===== src/rtl/mem_cmd_master.sv =====
// Byte-stream command master: receives a read/write frame, issues one bus
// operation, waits for the responder and streams back read data or a status byte.
module mem_cmd_master #(
  parameter logic [7:0] CMD_READ       = 8'h52,
  parameter logic [7:0] CMD_WRITE      = 8'h57,
  parameter logic [7:0] RSP_ACK        = 8'h06,
  parameter logic [7:0] RSP_NAK        = 8'h15,
  parameter int         TIMEOUT_CYCLES = 1024
) (
  input  logic        i_clk,
  input  logic        i_rst_n,
  input  logic [7:0]  i_rx_data,
  input  logic        i_rx_valid,
  output logic [7:0]  o_tx_data,
  output logic        o_tx_valid,
  input  logic        i_tx_rdy,
  output logic [1:0]  o_mem_op,
  output logic [63:0] o_mem_addr,
  output logic [63:0] o_mem_data,
  input  logic [63:0] i_mem_data,
  input  logic        i_mem_op_pending,
  output logic        o_busy
);

  localparam logic [1:0] OP_NOP   = 2'd0;
  localparam logic [1:0] OP_READ  = 2'd1;
  localparam logic [1:0] OP_WRITE = 2'd2;

  localparam int            WW        = $clog2(TIMEOUT_CYCLES) + 1;
  localparam logic [WW-1:0] WAIT_LAST = WW'(TIMEOUT_CYCLES - 1);

  typedef enum logic [2:0] {
    IDLE, RX_ADDR, RX_DATA, ISSUE, WAIT, TX_DATA, TX_RESP
  } state_t;

  state_t        state, state_nxt;
  logic [1:0]    op_q;
  logic [2:0]    cnt;
  logic [2:0]    cnt_inc;
  logic [WW-1:0] wait_cnt;
  logic [63:0]   cap;
  logic          is_cmd;
  logic          tx_fire;
  logic          timeout;

  assign cnt_inc = cnt + 3'd1;
  assign is_cmd  = (i_rx_data == CMD_READ) || (i_rx_data == CMD_WRITE);
  assign tx_fire = o_tx_valid && i_tx_rdy;
  assign timeout = i_mem_op_pending && (wait_cnt == WAIT_LAST);

  always_ff @(posedge i_clk) begin
    if (!i_rst_n) state <= IDLE;
    else          state <= state_nxt;
  end

  always_comb begin
    state_nxt = state;
    o_mem_op  = OP_NOP;
    o_busy    = (state != IDLE);
    case (state)
      IDLE:    if (i_rx_valid) state_nxt = is_cmd ? RX_ADDR : TX_RESP;
      RX_ADDR: if (i_rx_valid && cnt == 3'd7)
                 state_nxt = (op_q == OP_WRITE) ? RX_DATA : ISSUE;
      RX_DATA: if (i_rx_valid && cnt == 3'd7) state_nxt = ISSUE;
      ISSUE: begin
        o_mem_op  = op_q;
        state_nxt = WAIT;
      end
      WAIT: begin
        if (!i_mem_op_pending) state_nxt = (op_q == OP_READ) ? TX_DATA : TX_RESP;
        else if (timeout)      state_nxt = TX_RESP;
      end
      TX_DATA: if (tx_fire && cnt == 3'd7) state_nxt = IDLE;
      TX_RESP: if (tx_fire) state_nxt = IDLE;
      default: state_nxt = IDLE;
    endcase
  end

  // Address/data are written only while receiving, so they stay stable from ISSUE to IDLE.
  always_ff @(posedge i_clk) begin
    if (!i_rst_n) begin
      op_q       <= OP_NOP;
      cnt        <= 3'd0;
      wait_cnt   <= '0;
      cap        <= 64'd0;
      o_mem_addr <= 64'd0;
      o_mem_data <= 64'd0;
      o_tx_data  <= 8'd0;
      o_tx_valid <= 1'b0;
    end else begin
      case (state)
        IDLE: begin
          cnt <= 3'd0;
          if (i_rx_valid) begin
            if (is_cmd) begin
              op_q <= (i_rx_data == CMD_READ) ? OP_READ : OP_WRITE;
            end else begin
              o_tx_data  <= RSP_NAK;
              o_tx_valid <= 1'b1;
            end
          end
        end
        RX_ADDR: if (i_rx_valid) begin
          o_mem_addr[{cnt, 3'b000} +: 8] <= i_rx_data;
          cnt <= cnt_inc;
        end
        RX_DATA: if (i_rx_valid) begin
          o_mem_data[{cnt, 3'b000} +: 8] <= i_rx_data;
          cnt <= cnt_inc;
        end
        ISSUE: wait_cnt <= '0;
        WAIT: begin
          if (!i_mem_op_pending) begin
            o_tx_valid <= 1'b1;
            cnt        <= 3'd0;
            if (op_q == OP_READ) begin
              cap       <= i_mem_data;
              o_tx_data <= i_mem_data[7:0];
            end else begin
              o_tx_data <= RSP_ACK;
            end
          end else if (timeout) begin
            o_tx_data  <= RSP_NAK;
            o_tx_valid <= 1'b1;
          end else begin
            wait_cnt <= wait_cnt + WW'(1);
          end
        end
        TX_DATA: if (tx_fire) begin
          cnt <= cnt_inc;
          if (cnt == 3'd7) o_tx_valid <= 1'b0;
          else             o_tx_data  <= cap[{cnt_inc, 3'b000} +: 8];
        end
        TX_RESP: if (tx_fire) o_tx_valid <= 1'b0;
        default: ;
      endcase
    end
  end

endmodule


===== config.mk =====
export PLATFORM = sky130hd
export DESIGN_NAME = mem_cmd_master
export DESIGN_NICKNAME = d
export VERILOG_FILES = /design/src/rtl/mem_cmd_master.sv
export SDC_FILE = /design/constraint.sdc
export NUM_CORES = 1
export LEC_CHECK = 0
export ABC_AREA = 1
export ABC_CLOCK_PERIOD_IN_PS = 2800
export CAP_MARGIN = 10
export CORE_UTILIZATION = 30
export DETAILED_ROUTE_END_ITERATION = 10
export REMOVE_ABC_BUFFERS = 1
export SLEW_MARGIN = 5
export SYNTH_ARGS = -nofsm -noshare
export SYNTH_HDL_FRONTEND = slang
export SYNTH_SLANG_ARGS = --single-unit

===== constraint.sdc =====
create_clock -name i_clk -period 2.8 [get_ports i_clk]
set_clock_uncertainty 0.2 [all_clocks]
set_input_delay 0.7 -clock i_clk [delete_from_list [all_inputs] [get_ports i_clk]]
set_output_delay 0.7 -clock i_clk [all_outputs]
set_load 0.05 [all_outputs]

==> reports/results.txt, run 1 <==
The clock-pin slew on the worst setup and hold paths is 0.06 ns, and the area of the die is 30510 um2. The highest net fanout along the worst path was 2; the sum of net half-perimeters after detailed placement was 18960 um. The first TritonRoute pass finished after 5 iterations. The flow ran to the end, and the final reports show no timing, DRC or antenna violations. The measured slew at the worst slew-check pin was 0.6642 ns. In the layout the commonest cells are sky130_fd_sc_hd__dfxtp_1 (219), sky130_fd_sc_hd__clkdlybuf4s50_1 (212), sky130_fd_sc_hd__a21oi_1 (188), sky130_fd_sc_hd__o21ai_0 (173), sky130_fd_sc_hd__nand2_1 (152). For the post-synthesis instance area, the log shows 8946 um2.

For the placement-stage worst setup slack, the log shows 0.1613 ns. STA classifies the critical path endpoint as a primary output. After clock tree synthesis, the flow added hold-fix buffers numbering 0. The tools report the final net count as 1473. The setup path with the least slack is of type flop to primary output.

The cell count after synthesis came out at 1185. Entering global routing, the biggest net connects 167 pins. The detailed-route vias per instance is 4.783.

The signal on the critical path passes through clkdlybuf4s50_1. The via count of the routed design was 8585. The gate family responsible for the most delay along the worst path is buffers and inverters. Yosys printed 0 warnings. The cell count after placement is 1746. At the end of routability-driven placement, the weighted congestion stood at 0.8240. Global routing used 18.11% of the available tracks across all layers.

The later pin in the worst-skew pair is clocked with a latency of 0.55 ns. The worst path in the final design needs a cycle of 2.665 ns, including I/O delays and setup. Data on the critical path arrives at its endpoint at 1.77 ns. The logs give 0 for the count of max-cap constraint violations and 1795 for the non-filler instance count after layout.

Capture point of the worst path: o_mem_addr[47]. The DRC violation count after routing was 0; the timing-limited maximum frequency was 375.2 MHz. The final setup violation count is 0. The path class of the tightest hold or removal check is flop to flop. The final critical path takes up 95.18% of the cycle. The average size of a mapped cell was 7.549 um2. TritonCTS built the clock tree.

The run gives 0 as the total grt overflow. Dividing the detail-routed wire length by the instance count gives 15.81 um. The tools report the total core area as 29010 um2.

The final wirelength is 28380 um. The run gives 482 as the count of routing violations after the opening detailed-route iteration. The count of input and output buffers is 216, and the quantity of gates resized following cts is 0.

Clock tree synthesis found a total of 220 sinks. The first global-routing pass estimated 44590 um of wire. In this run the critical register-to-register path is captured at o_mem_data[39]$_SDFFE_PN0P_. Setup repair after global routing left no endpoint under its margin. Number of stages on the worst setup path: 1. Register area: 4405 um2. The critical path starts at o_mem_addr[47]$_SDFFE_PN0P_.

During I/O placement, the number of pins put on the boundary was 217. Measured against its own limit, the worst slew margin works out to 55.72%. The unique cell type count in the Yosys netlist was 39; the worst reg2reg path depth was 11. The largest single stage delay on the critical path is 0.88 ns.

Row generation in the floorplan step produced 62 rows. The critical path startpoint category was a flop. Fill cells in the final layout number 2948. For the number of global-route vias before repair, the log shows 8182. The initial core utilization came out at 30.83%. The worst register-to-register path has a setup slack of 0.32 ns.

Buffers inserted during clock tree synthesis total 27. Dividing total power by cell area gives a power density of 718.8 nW/um2. The clock passes through at most 3 buffers.

The run gives 1.90 ns as the data required time at the worst endpoint. The number of flip-flops and latches in the synthesized netlist is 220, and the vertical die dimension is 174.7 um. The max-slew violation total from the final report was 0. The number of buffers and inverters on the critical path is 1, and the post-CTS setup-driven buffer insertion count is 0.

The startpoint identified for the worst register-to-register timing path is cnt[0]$_SDFFE_PN0P_. The hold violation count in the final report was 0; the part of the Yosys area used for sequential elements was 49.23%. The share of post-route cells with drive strength above 1 was 9.574%.

The initial antenna violation count came out at 1. In this run the static leakage power is 4.868 nW. The largest individual stage delay along the critical path comes from the cell sky130_fd_sc_hd__clkdlybuf4s50_1. From synthesis to final layout, the design area changed by 38.70%. Summing all multi-input logic gate instances after layout gives 3816 um2. The residual antenna-violating net count after detailed routing is 0. Most common cell after layout, fill and taps aside: sky130_fd_sc_hd__dfxtp_1. The tools report the total number of H-tree levels as 1. In the post-route analysis, the smallest setup slack over all paths is 0.1350 ns. Measured along the x axis, the die boundary spans 174.7 um. For the total negative slack, the log shows 0 ns. The tools report the root buffer cell as sky130_fd_sc_hd__clkbuf_16. The worst-case IR drop observed on VDD is 579.7 uV.
-- sequential cells by signal, summed over array words and instances, names as in the netlist --
register and count:
op_q 2, wait_cnt 11, state 3, o_mem_data 64, o_tx_valid 1, o_mem_addr 64
cnt 3, cap 64, o_tx_data 8
-- worst min path at each step --
stage | from | cells after the start | to
floorplan | cap[11]$_SDFFE_PN0N_ | 2 | cap[11]$_SDFFE_PN0N_
global placement | cap[38]$_SDFFE_PN0N_ | 2 | cap[38]$_SDFFE_PN0N_
detailed placement | cap[46]$_SDFFE_PN0N_ | 2 | cap[46]$_SDFFE_PN0N_
CTS | cap[59]$_SDFFE_PN0N_ | 2 | cap[59]$_SDFFE_PN0N_
global route | cap[17]$_SDFFE_PN0N_ | 2 | cap[17]$_SDFFE_PN0N_
finish | cap[33]$_SDFFE_PN0N_ | 2 | cap[33]$_SDFFE_PN0N_
-- metal layers --
layer | vias up | global-route usage, % | routed length, um
met3 | 47 | 7.028 | 2909
li1 | 4343 | - | -
met5 | - | 0 | 0
met4 | 0 | 4.565 | 665
met1 | 3940 | 23.39 | 12680
met2 | 255 | 28.13 | 12120
-- synthesized netlist by cell type --
| master | instances | share of area (%) |
|---|---|---|
| sky130_fd_sc_hd__a211oi_1 | 1 | 0.084 |
| sky130_fd_sc_hd__a21oi_1 | 188 | 11 |
| sky130_fd_sc_hd__a21oi_2 | 2 | 0.20 |
| sky130_fd_sc_hd__a22oi_1 | 2 | 0.17 |
| sky130_fd_sc_hd__a31o_2 | 1 | 0.098 |
| sky130_fd_sc_hd__a31oi_1 | 3 | 0.21 |
| sky130_fd_sc_hd__buf_1 | 2 | 0.084 |
| sky130_fd_sc_hd__buf_2 | 18 | 1.0 |
| sky130_fd_sc_hd__buf_4 | 9 | 0.76 |
| sky130_fd_sc_hd__buf_6 | 3 | 0.38 |
| sky130_fd_sc_hd__clkbuf_1 | 42 | 1.8 |
| sky130_fd_sc_hd__clkbuf_2 | 1 | 0.056 |
| sky130_fd_sc_hd__dfxtp_1 | 220 | 49 |
| sky130_fd_sc_hd__ha_1 | 5 | 0.70 |
| sky130_fd_sc_hd__inv_1 | 79 | 3.3 |
| sky130_fd_sc_hd__inv_2 | 18 | 0.76 |
| sky130_fd_sc_hd__nand2_1 | 152 | 6.4 |
| sky130_fd_sc_hd__nand2_2 | 5 | 0.35 |
| sky130_fd_sc_hd__nand2_4 | 2 | 0.25 |
| sky130_fd_sc_hd__nand3_1 | 53 | 3.0 |
| sky130_fd_sc_hd__nand3_2 | 4 | 0.45 |
| sky130_fd_sc_hd__nand3_4 | 1 | 0.20 |
| sky130_fd_sc_hd__nand3b_1 | 1 | 0.084 |
| sky130_fd_sc_hd__nand4_1 | 8 | 0.56 |
| sky130_fd_sc_hd__nand4_2 | 1 | 0.14 |
| sky130_fd_sc_hd__nor2_1 | 141 | 5.9 |
| sky130_fd_sc_hd__nor2_2 | 10 | 0.70 |
| sky130_fd_sc_hd__nor2_4 | 1 | 0.13 |
| sky130_fd_sc_hd__nor2_8 | 1 | 0.22 |
| sky130_fd_sc_hd__nor3_1 | 18 | 1.0 |
| sky130_fd_sc_hd__nor3_4 | 2 | 0.36 |
| sky130_fd_sc_hd__o211a_1 | 1 | 0.11 |
| sky130_fd_sc_hd__o211ai_1 | 2 | 0.17 |
| sky130_fd_sc_hd__o21ai_0 | 173 | 9.7 |
| sky130_fd_sc_hd__o21ai_1 | 10 | 0.56 |
| sky130_fd_sc_hd__o21ai_2 | 2 | 0.20 |
| sky130_fd_sc_hd__o21bai_1 | 1 | 0.084 |
| sky130_fd_sc_hd__o31ai_1 | 1 | 0.084 |
| sky130_fd_sc_hd__xnor2_1 | 1 | 0.098 |
-- metrics by stage --
stage	instance area, um2	util [%]	hold slack [ns]	total power [mW]
6_report	12410	42.77	0.2516	8.919
5_1_grt	12410	42.76	0.2661	9.357
4_1_cts	12410	42.76	0.2550	9.004
3_5_place_dp	11530	39.73	0.2464	5.538
3_3_place_gp	11530	39.73	0.2389	5.539
2_1_floorplan	8584	-	0.2286	4.791
-- cell families (layout without fill, tap and decap cells) --
group | count (synthesis) | count (layout) | share of synthesized area, %
buffers and inverters | 172 | 397 | 8.112
and+or+nand+nor | 400 | 400 | 19.71
other | 0 | 1 | 0
DFF | 220 | 220 | 49.23
adders and majority gates | 5 | 5 | 0.6993
xor gates and xnor gates | 1 | 1 | 0.09792
AOI/OAI and AO/OA | 387 | 387 | 22.15
-- report_power, final --
part           switching [mW]  internal (mW)
sequential             0.0978           3.24
clock                    1.41           2.03
combinational            1.46          0.676
total                    2.97           5.94
-- final cells by class --
type / count / share of cell area (%)
Inverter: 97 / 2.934
Antenna cell: 1 / 0.02017
Tap cell: 384 / 3.872
Sequential cell: 220 / 35.50
Clock inverter: 11 / 0.8571
Multi-Input combinational cell: 793 / 30.76
Clock buffer: 37 / 6.232
Timing Repair Buffer: 252 / 19.82
(Power assumes the default switching activity.)
==> run 2, diff against run 1 <==
--- a/config.mk
+++ b/config.mk
@@ -10,4 +10,6 @@
 export CAP_MARGIN = 10
-export CORE_UTILIZATION = 30
+export CORE_UTILIZATION = 50
+export CTS_CLUSTER_SIZE = 40
 export DETAILED_ROUTE_END_ITERATION = 10
+export PLACE_DENSITY = 0.81
 export REMOVE_ABC_BUFFERS = 1
--- a/constraint.sdc
+++ b/constraint.sdc
@@ -4,2 +4,2 @@
 set_output_delay 0.7 -clock i_clk [all_outputs]
-set_load 0.05 [all_outputs]
+set_load 0.01 [all_outputs]
==> run 2 against run 1 <==
  * Critical path depth rose by 4
  * Flip-flop and latch count did not move
  * Sequential share of layout area rose by 1.0 points
  * Final cell count fell by 9.6%
  * Utilization rose by 27 points
  * Design area fell by 2.7%
  * Critical path type unchanged
==> reports/results.txt, run 2 (synthesis results as in run 1) <==
The flow ran to the end, and the final reports show no timing, DRC or antenna violations. The largest registers in the layout are cap (64), o_mem_addr (64), o_mem_data (64). The clock-pin slew on the worst setup and hold paths was 0.06 ns. The initial antenna violation count was 0; the final wirelength was 26620 um.

Once detail routing completed, the nets flagged for antenna violations numbered 0. In the layout the commonest cells are sky130_fd_sc_hd__dfxtp_1 (217), sky130_fd_sc_hd__clkdlybuf4s50_1 (213), sky130_fd_sc_hd__a21oi_1 (188), sky130_fd_sc_hd__o21ai_0 (173), sky130_fd_sc_hd__nand2_1 (151). The run gives 0.2534 ns as the minimum hold slack. The largest net degree at the start of global routing came out at 150.

The tools report the root buffer cell as sky130_fd_sc_hd__clkbuf_16. For the final net count, the log shows 1462. After floorplanning, the core was sized to cover 17360 um2.

Global routing consumed, on the met3 layer, 9.278% of the routing resources. The hold buffer count at cts was 0. Setup repair after global routing left no endpoint under its margin. Counting tap cells, the placed design contains a total of 1580 instances. Adding up every negative setup slack in the final design gives 0 ns. In this run the post-CTS setup repair buffer count came out at 0. In this run the count of I/O pins placed on the die edge is 217. No sink is reached through more buffers than the 3 on the longest clock path. The path type of the worst min-delay path is flop to flop. For the number of rows in the core area, the log shows 48. Traced cell by cell, the critical path runs through inv_2 -> nand2_2 -> nor2_4 -> inv_1 -> clkdlybuf4s50_1.

The die covers 18430 um2. The worst reg2reg path depth is 10. The total leakage power is 4.779 nW, and the average wire length per cell after detail routing is 16.41 um. The reg-to-reg setup timing slack came out at 0.23 ns.

The diode insertion count for antenna repair is 0, and the vertical die dimension is 135.8 um. The measured slew at the worst slew-check pin came out at 0.5809 ns. The share of the clock period used by the worst path after layout came out at 96.89%. Once the floorplan was initialized, standard cells occupied 51.54% of the core.

The run gives 0 as the hold violation count in the final report. Summing all placed instances gives a cell area of 11270 um2. The first global-routing pass estimated 41440 um of wire. The worst setup path is captured at a primary output. The tools report the fraction of met1 tracks used by global routing as 34.06%.

Before antenna repair, the detailed router went through 5 iterations. The sum of net half-perimeters after detailed placement is 17720 um. VDD sags by at most 424.1 uV. In the final layout, the share of cells above drive strength 1 is 8.876%.

The end of the worst hold path was cap[46]$_SDFFE_PN0N_. The tools report the endpoint of the worst-slack reg-to-reg timing path as o_mem_addr[34]$_SDFFE_PN0P_. The logs give 1389 for the layout filler cell count and 1.81 ns for the data arrival time of the worst path. The die is 135.8 um wide. At the placement stage, the worst setup path has a slack of 0.1407 ns. TritonCTS built the clock tree. Once layout is complete, the utilization of the core stands at 69.56%. Measured against its own limit, the worst slew margin works out to 61.23%. The logs give 220 for the number of sinks driven by the clock tree and 8743 for the via count of the routed design.

The overall power came out at 8.437 mW. The total number of H-tree levels is 1, and the number of cells traversed by the worst hold path is 2. Static timing analysis puts the maximum clock frequency at 368.6 MHz. The worst setup path category was flop to primary output.

The number of global-route vias before repair was 8290; the DRC violation count after routing was 0. After layout, the worst setup slack is 0.08710 ns. Setup violations remaining at the end of the flow were counted as 0. The ratio of total power to cell area was 698.8 nW/um2. The max-slew violation total from the final report is 0. In the global route stage, met2 resource usage came out at 47.00%. STA puts the critical path data required time at 1.90 ns. Most used routing layer in global routing: met2. Maximum single-stage delay on the critical path: 0.55 ns.

The highest net fanout along the worst path came out at 7. Routability-driven placement finished with a final weighted congestion of 0.9196. The startpoint identified for the worst hold timing path is cap[46]$_SDFFE_PN0N_. For this run the aggregate overflow at the end of global routing stands at 0. Excluding fillers, the count of instances in the completed layout stands at 1622. Buffers inserted during clock tree synthesis total 23.

Launch point of the worst reg-to-reg path: cnt[0]$_SDFFE_PN0P_. The detailed-route vias per instance was 5.390. The run gives 0 as the count of max-cap constraint violations.

The worst setup path is launched from a flop. The library cell used most frequently in the layout, excluding fill and tap cells, is sky130_fd_sc_hd__dfxtp_1. Count of input and output buffers: 216. The clock latency at the later pin of the worst-skew pair came out at 0.51 ns. The detailed router finished its first iteration with 639 violations. The highest-delay cell along the critical path is sky130_fd_sc_hd__clkdlybuf4s50_1. The run gives 12070 um2 as the cell area after layout. The layout overhead on the synthesized area is 34.97%.

The clock period minus final worst setup slack came out at 2.713 ns. For this run, the total global-route usage over all layers was measured as 28.21%.
==> run 2: where the power goes <==
group	internal [mW]	total, mW	switching (mW)
clock network	1.90	3.17	1.27
registers	3.24	3.35	0.107
logic	0.683	1.92	1.24
==> run 2: area by class of cell <==
cell class / count / area, um2 / share of cell area, %
multi-input cells: 793 / 3826 / 31.69
inverters: 97 / 364.1 / 3.016
well taps: 225 / 281.5 / 2.332
repair buffers: 245 / 2400 / 19.88
clock buffers: 30 / 641.9 / 5.316
clock inverters: 12 / 152.6 / 1.264
flip-flops and latches: 220 / 4408 / 36.51
==> run 2: repair_timing <==
| action | in CTS | in global routing |
|---|---|---|
| setup endpoints to repair | 3 | 3 |
| endpoints found under the hold margin | 0 | 0 |
| resized for setup | 5 | 2 |
| cloned | 0 | 0 |
==> run 2: worst max path at each step <==
stage	start	to
6_report	state[0]$_SDFFE_PN0P_	o_busy
3_5_place_dp	i_rx_valid	o_mem_addr[19]$_SDFFE_PN0P_
3_3_place_gp	i_rx_valid	o_mem_addr[20]$_SDFFE_PN0P_
2_1_floorplan	cnt[0]$_SDFFE_PN0P_	o_mem_data[34]$_SDFFE_PN0P_
4_1_cts	state[0]$_SDFFE_PN0P_	o_busy
5_1_grt	state[0]$_SDFFE_PN0P_	o_busy
==> run 2: metal layers <==
metal  up-vias  routed length [um]
li1       4310                   -
met1      4024               10850
met2       358               12340
met3        51                2817
met4         0                 615
met5         -                   0
==> run 2: worst max-delay path, delay by kind of cell, from the launching register on <==
family,cells,cell delay (ns)
DFF,1,0.42
buffers and inverters,3,0.70
and+or+nand+nor,2,0.18
